File: src/rtl/sockit_spi_rdr.sv
// ---------------------------------------------------------------------------
// sockit_spi_rdr
// AXI4-Lite read-side responder for SPI receive data. Words from the SPI
// read-data stream are buffered in a small FIFO. Four read addresses deliver
// them to the bus:
//   ARADDR[3:2] = 0 : blocking pop (waits up to TMO cycles on an empty FIFO)
//   ARADDR[3:2] = 1 : status {16'b0, count[7:0], 6'b0, full, empty}
//   ARADDR[3:2] = 2 : peek head word (0 when empty), no pop
//   ARADDR[3:2] = 3 : flush, returns the count before the flush
// Only the AR and R channels live here.
//
// Handshake rule: a transfer happens on a rising ACLK edge when valid and
// ready are both high; a source holds valid and payload stable until then.
//
// Ports
//   ACLK, ARESETn      clock, asynchronous active-low reset
//   ARVALID/ARREADY    read address handshake, ARADDR[3:2] decoded
//   RVALID/RREADY      read data handshake, RDATA/RRESP payload
//   srd_vld/srd_rdy    SPI read-data stream handshake, srd_dat payload
//   irq                high while the FIFO holds data
//   o_dbg_state        current FSM state (0 idle, 1 wait, 2 resp)
// ---------------------------------------------------------------------------
module sockit_spi_rdr #(
   parameter int DW    = 32,
   parameter int DEPTH = 4,
   parameter int TMO   = 256
) (
   input  logic          ACLK,
   input  logic          ARESETn,
   input  logic          ARVALID,
   output logic          ARREADY,
   input  logic [3:0]    ARADDR,
   output logic          RVALID,
   input  logic          RREADY,
   output logic [DW-1:0] RDATA,
   output logic [1:0]    RRESP,
   input  logic          srd_vld,
   input  logic [DW-1:0] srd_dat,
   output logic          srd_rdy,
   output logic          irq,
   output logic [1:0]    o_dbg_state
);

   localparam int AW = (DEPTH > 1) ? $clog2(DEPTH) : 1;
   localparam int CW = AW + 1;

   localparam logic [1:0] RESP_OKAY   = 2'b00;
   localparam logic [1:0] RESP_SLVERR = 2'b10;

   typedef enum logic [1:0] {
      ST_IDLE = 2'd0,
      ST_WAIT = 2'd1,
      ST_RESP = 2'd2
   } state_t;

   state_t          r_state;
   state_t          w_state_nxt;

   logic [DW-1:0]   r_mem [DEPTH];
   logic [AW-1:0]   r_wptr;
   logic [AW-1:0]   r_rptr;
   logic [CW-1:0]   r_count;
   logic [15:0]     r_tmo_cnt;
   logic            r_arready;
   logic            r_rvalid;
   logic [DW-1:0]   r_rdata;
   logic [1:0]      r_rresp;

   logic            w_full;
   logic            w_empty;
   logic            w_push;
   logic            w_pop;
   logic            w_flush;
   logic            w_ar_hs;
   logic            w_r_hs;
   logic            w_tmo_hit;
   logic            w_tmo_clr;
   logic            w_load;
   logic [DW-1:0]   w_rdata_nxt;
   logic [1:0]      w_rresp_nxt;
   logic [DW-1:0]   w_head;
   logic [DW-1:0]   w_status;
   logic            w_unused_addr;

   assign w_full        = (r_count == CW'(DEPTH));
   assign w_empty       = (r_count == '0);
   assign w_head        = r_mem[r_rptr];
   assign w_push        = srd_vld & ~w_full;
   assign w_ar_hs       = ARVALID & r_arready;
   assign w_r_hs        = r_rvalid & RREADY;
   assign w_unused_addr = ^ARADDR[1:0];

   // Timeout fires in the WAIT cycle whose counter equals TMO-1; TMO=0 never fires.
   assign w_tmo_hit = (TMO != 0) && (r_tmo_cnt == 16'(TMO - 1));

   always_comb begin
      w_status      = '0;
      w_status[15:8] = 8'(r_count);
      w_status[1]   = w_full;
      w_status[0]   = w_empty;
   end

   // ------------------------------------------------------------------
   // FSM: state register
   // ------------------------------------------------------------------
   always_ff @(posedge ACLK or negedge ARESETn) begin
      if (!ARESETn) r_state <= ST_IDLE;
      else          r_state <= w_state_nxt;
   end

   // ------------------------------------------------------------------
   // FSM: next state
   // ------------------------------------------------------------------
   always_comb begin
      w_state_nxt = r_state;
      case (r_state)
         ST_IDLE: begin
            if (w_ar_hs) begin
               if ((ARADDR[3:2] == 2'd0) && w_empty) w_state_nxt = ST_WAIT;
               else                                  w_state_nxt = ST_RESP;
            end
         end
         ST_WAIT: begin
            if (!w_empty || w_tmo_hit) w_state_nxt = ST_RESP;
         end
         ST_RESP: begin
            if (w_r_hs) w_state_nxt = ST_IDLE;
         end
         default: w_state_nxt = ST_IDLE;
      endcase
   end

   // ------------------------------------------------------------------
   // FSM: outputs (FIFO control and the response to load)
   // ------------------------------------------------------------------
   always_comb begin
      w_pop       = 1'b0;
      w_flush     = 1'b0;
      w_load      = 1'b0;
      w_tmo_clr   = 1'b0;
      w_rdata_nxt = '0;
      w_rresp_nxt = RESP_OKAY;
      case (r_state)
         ST_IDLE: begin
            if (w_ar_hs) begin
               case (ARADDR[3:2])
                  2'd0: begin
                     if (!w_empty) begin
                        w_pop       = 1'b1;
                        w_load      = 1'b1;
                        w_rdata_nxt = w_head;
                     end else begin
                        w_tmo_clr   = 1'b1;
                     end
                  end
                  2'd1: begin
                     w_load      = 1'b1;
                     w_rdata_nxt = w_status;
                  end
                  2'd2: begin
                     w_load      = 1'b1;
                     w_rdata_nxt = w_empty ? '0 : w_head;
                  end
                  default: begin
                     w_load      = 1'b1;
                     w_flush     = 1'b1;
                     w_rdata_nxt = DW'(r_count);
                  end
               endcase
            end
         end
         ST_WAIT: begin
            if (!w_empty) begin
               w_pop       = 1'b1;
               w_load      = 1'b1;
               w_rdata_nxt = w_head;
            end else if (w_tmo_hit) begin
               w_load      = 1'b1;
               w_rresp_nxt = RESP_SLVERR;
            end
         end
         default: ;
      endcase
   end

   // ------------------------------------------------------------------
   // FIFO storage and pointers. A flush wins over a same-cycle push, so the
   // pushed word is accepted on the stream and then discarded.
   // ------------------------------------------------------------------
   always_ff @(posedge ACLK) begin
      if (w_push) r_mem[r_wptr] <= srd_dat;
   end

   always_ff @(posedge ACLK or negedge ARESETn) begin
      if (!ARESETn) begin
         r_wptr  <= '0;
         r_rptr  <= '0;
         r_count <= '0;
      end else if (w_flush) begin
         r_wptr  <= '0;
         r_rptr  <= '0;
         r_count <= '0;
      end else begin
         if (w_push) r_wptr <= r_wptr + AW'(1);
         if (w_pop)  r_rptr <= r_rptr + AW'(1);
         r_count <= r_count + CW'(w_push) - CW'(w_pop);
      end
   end

   // ------------------------------------------------------------------
   // Blocking-pop timeout counter
   // ------------------------------------------------------------------
   always_ff @(posedge ACLK or negedge ARESETn) begin
      if (!ARESETn)                 r_tmo_cnt <= '0;
      else if (w_tmo_clr)           r_tmo_cnt <= '0;
      else if (r_state == ST_WAIT)  r_tmo_cnt <= r_tmo_cnt + 16'd1;
   end

   // ------------------------------------------------------------------
   // Registered bus outputs. ARREADY/RVALID follow the next state so they
   // change on the same edge as the FSM; RDATA/RRESP stay frozen in RESP.
   // ------------------------------------------------------------------
   always_ff @(posedge ACLK or negedge ARESETn) begin
      if (!ARESETn) begin
         r_arready <= 1'b0;
         r_rvalid  <= 1'b0;
         r_rdata   <= '0;
         r_rresp   <= RESP_OKAY;
      end else begin
         r_arready <= (w_state_nxt == ST_IDLE);
         r_rvalid  <= (w_state_nxt == ST_RESP);
         if (w_load) begin
            r_rdata <= w_rdata_nxt;
            r_rresp <= w_rresp_nxt;
         end
      end
   end

   assign ARREADY     = r_arready;
   assign RVALID      = r_rvalid;
   assign RDATA       = r_rdata;
   assign RRESP       = r_rresp;
   assign srd_rdy     = ~w_full;
   assign irq         = ~w_empty;
   assign o_dbg_state = r_state;

endmodule
File: config.mk
export PLATFORM = sky130hd
export DESIGN_NAME = sockit_spi_rdr
export DESIGN_NICKNAME = d
export VERILOG_FILES = /design/src/rtl/sockit_spi_rdr.sv
export SDC_FILE = /design/constraint.sdc
export NUM_CORES = 1
export LEC_CHECK = 0
export CAP_MARGIN = 40
export CORE_MARGIN = 2
export CORE_UTILIZATION = 50
export DETAILED_ROUTE_END_ITERATION = 10
export GPL_TIMING_DRIVEN = 0
export PLACE_DENSITY_LB_ADDON = 0.12
export RECOVER_POWER = 50
export SETUP_SLACK_MARGIN = 0.15
export SLEW_MARGIN = 20
export SYNTH_ARGS = -nofsm -noshare
export SYNTH_HDL_FRONTEND = slang
export SYNTH_SLANG_ARGS = --single-unit
File: constraint.sdc
create_clock -name ACLK -period 3.4 [get_ports ACLK]
set_clock_uncertainty 0.2 [all_clocks]
set_input_delay 0.68 -clock ACLK [delete_from_list [all_inputs] [get_ports ACLK]]
set_output_delay 0.68 -clock ACLK [all_outputs]
set_load 0.02 [all_outputs]
==> impl_results.md <==
- Outcome: finished clean
- Pleak: 0.00333 uW
- Row count: 44
- Post-route ant nets: 0
- Final wirelength: 14.4 mm
- Reg2reg start: o_dbg_state[1]
- Slew @ Worst Pin: approximately 1.3 ns
- First-pass GRT wire length: about 23 mm
- Vias in the first global route: approximately 4400
- Min-Delay Path Class: reg -> reg
- Startpoint Class: register
- Commonest register cell after synthesis: edfxtp_1
- Clk sink count: 188
- MaxCap Viol Count: 0
- Max incr delay on CP: 0.59 ns
- CP endpoint kind: output pin
- Layout cells sized above 1: 16.0%
- Crit path DAT: between 2 and 2.5 ns
- CTS clk-pin slew, worst paths: 0.07 ns
- Nets: 573
- Yosys top cell area share: about half
- Area leader, netlist: edfxtp_1
- Synth Register Bits: 188
- Detailed placement HPWL: 9.52 mm
- TritonCTS Buffers: 17
- CTS Buffer Depth: 2
- Top delay family on crit path: buffers and inverters
- Area grow syn2layout: 23.8%
- Vias/cell: 5.74
- Initial core utilization: 51.1%
- Commonest cells post-synth: edfxtp_1, dfrtp_1, mux4_2, a22o_1
- Synth top area cells: edfxtp_1, dfrtp_1, mux4_2, a22o_1, ha_1
- Final WS setup: 0.383 ns
- Post-synth EDFFs: 128
- Tcrit/Tclk final: 88.7%
- Final Critical Period: 3.02 ns
- Most numerous cell in the Yosys netlist: edfxtp_1
- CTS H-Tree Depth: 4
- Placed cell area: roughly 0.0085 mm2
- Post-Syn Instances: 420
- Number of iterations in the first detailed-routing pass: 4
- Initial DRC Count: 250
- Clock root buffer: clkbuf_16
- Final setup vio count: 0
- Highest clock rate: 331 MHz
- TritonCTS clock tree: yes
- Cell variety after synth: 50
- Beginning of the worst hold path: RDATA[9]
- DR WL/cell: 19.9 um
- # DRC: 0
- PwrDens: around 860 mW/mm2
- Die Area: 0.0158 mm2
- Pin count of the biggest net entering global routing: between 40 and 50
- Vias: 4142
- Total track usage: 19.4%
- Critical-path maximum fanout: 8
- Post-Syn Nets: 469
- Setup WS pre-CTS: -0.140 ns
- Die X: 126 um
- Syn Area/Cell: roughly 18 um2
- Design area: 0.00917 mm2
- Slew HR: 15.3%
- Setup crit start: r_count[1]
- Die height: 126 um
- Critical-path top delay cell: clkdlybuf4s50_1
- Post-synthesis async set-or-reset flop share: roughly a third
- Max-slew violation count: 0
- Register area share after synthesis: 72.2%
- Unrepaired setup endpoints after global routing: false
- I/O Pins: 81
- Final-report hold violation count: 0
- Crit Path Category: reg -> out
- Crit-path cells: nor3_2 -> inv_1 -> clkdlybuf4s50_1
- Initial antenna violation count: 2
- Worst-Skew Late Latency: between 0.4 and 0.5 ns
- Global placement routability congestion: 0.775
- Buffers on Ports: 77
- Max VDD drop: slightly above 500 uV
- Worst EP required: about 2.5 ns
- Core Footprint: about 0.014 mm2
- Gr ovfl total: 0
- Cell Area, Synth: between 0.007 and 0.008 mm2
- Yosys Warn Count: 0
- Worst path bufs/invs: 2
## worst register-to-register path, cell delays in order (launching register included)
cell and delay (ns):
dfrtp_1 0.34, clkbuf_1 0.32, nand2b_1 0.34, and2_1 0.25, nor2_1 0.07, ha_1 0.28, inv_1 0.05, ha_1 0.12
inv_1 0.04, fa_1 0.37, xor2_1 0.18, xnor2_1 0.14, nor2_1 0.06
## where the power goes
part / leakage, uW / total, uW / switching [uW] / internal (uW)
Clock: 0.000286 / 1980 / 856 / 1120
Combinational: 0.00113 / 2460 / 1250 / 1200
Sequential: 0.00191 / 3420 / 333 / 3090
Total: 0.00333 / 7860 / 2440 / 5420
## stage by stage
step / setup TNS (ns) / util, % / hold WS (ns) / instances / total power, uW
after floorplan: 0 / - / 0.184 / 420 / 4930
after global placement: -48.80 / 58.1 / 0.265 / 681 / 5810
after detailed placement: -0.140 / 59.0 / 0.269 / 687 / 5940
after CTS: 0 / 63.3 / 0.285 / 720 / 7940
after global routing: 0 / 63.3 / 0.290 / 721 / 8290
final: 0 / 63.3 / 0.285 / 722 / 7860
## cell usage in the layout, fill, tap and decap left out, types with 2 or more instances in the layout
cell type / netlist / layout
clkinvlp_4: 0 / 3
nor2_1: 15 / 15
a22o_2: 3 / 3
and2_1: 2 / 2
ha_1: 7 / 7
a22oi_1: 2 / 2
mux4_2: 32 / 32
inv_8: 0 / 2
nor3_1: 5 / 4
inv_1: 10 / 10
dfrtp_1: 60 / 60
buf_1: 2 / 2
clkbuf_16: 0 / 17
nand3_1: 6 / 6
nand2_1: 15 / 15
xnor2_1: 6 / 6
a22o_1: 29 / 29
xor2_1: 4 / 4
edfxtp_1: 128 / 128
nand2b_1: 4 / 4
mux2i_1: 3 / 3
dlygate4sd3_1: 0 / 34
and3_1: 7 / 6
a21oi_1: 9 / 9
buf_2: 2 / 2
clkdlybuf4s50_1: 0 / 42
or3_1: 7 / 7
a21o_1: 5 / 5
clkinv_4: 0 / 3
buf_12: 0 / 3
clkbuf_1: 12 / 14
nand3b_1: 3 / 3
buf_16: 0 / 2
bufinv_16: 0 / 2
nand4_1: 4 / 4
o21ai_0: 12 / 12
or4_4: 2 / 2
buf_6: 3 / 4
## sequential cells by signal, summed over array words and instances (netlist names)
| signal | cells |
|---|---|
| ARREADY | 1 |
| r_count | 3 |
| RRESP | 1 |
| r_mem | 128 |
| RVALID | 1 |
| r_tmo_cnt | 16 |
| o_dbg_state | 2 |
| r_rptr | 2 |
| r_wptr | 2 |
| RDATA | 32 |
## final timing paths
check	to	slack [ns]	depth (start not counted)
worst max-delay path	irq	0.38	3
worst min-delay path	RDATA[9]	0.29	1
worst max register to register	r_count[2]	0.51	12
worst min register to register	RDATA[9]	0.29	1
max in group asynchronous	RDATA[22]	1.33	3
min in group asynchronous	RVALID	0.86	2
## routing by layer
metal	GRT usage, %	part of all wire (%)	vias up
met5	0	0.077	-
met4	5.82	0.93	2
met3	4.76	4.4	17
met2	31.5	50	97
met1	26.3	45	2162
li1	-	-	1864
## logic make-up after synthesis
group           count (synthesis)  synth area share [%]
flops                         188                  72.2
simple gates                   80                  6.22
compound gates                 68                  6.88
mux                            35                  10.1
buf+inv                        30                  1.91
xor+xnor                       10                  1.18
fa+ha+maj                       8                  1.45
other cells                     1                0.0506
## area by class of cell
class,instances,area [um2]
Antenna cell,1,2.50
Buffer,20,104
Clock buffer,19,443
Clock inverter,13,161
Fill cell,1065,5310
Inverter,10,37.5
Multi-Input combinational cell,202,1930
Sequential cell,188,5350
Tap cell,184,230
Timing Repair Buffer,85,918
## what timing repair did
action / in CTS / in global routing
setup buffers: 0 / 0
hold endpoints to repair: 20 / 0
hold buffers: 1 / 0
resized for setup: 1 / 1
setup endpoints to repair: 1 / 1
Power figures use the tool's default switching activity.
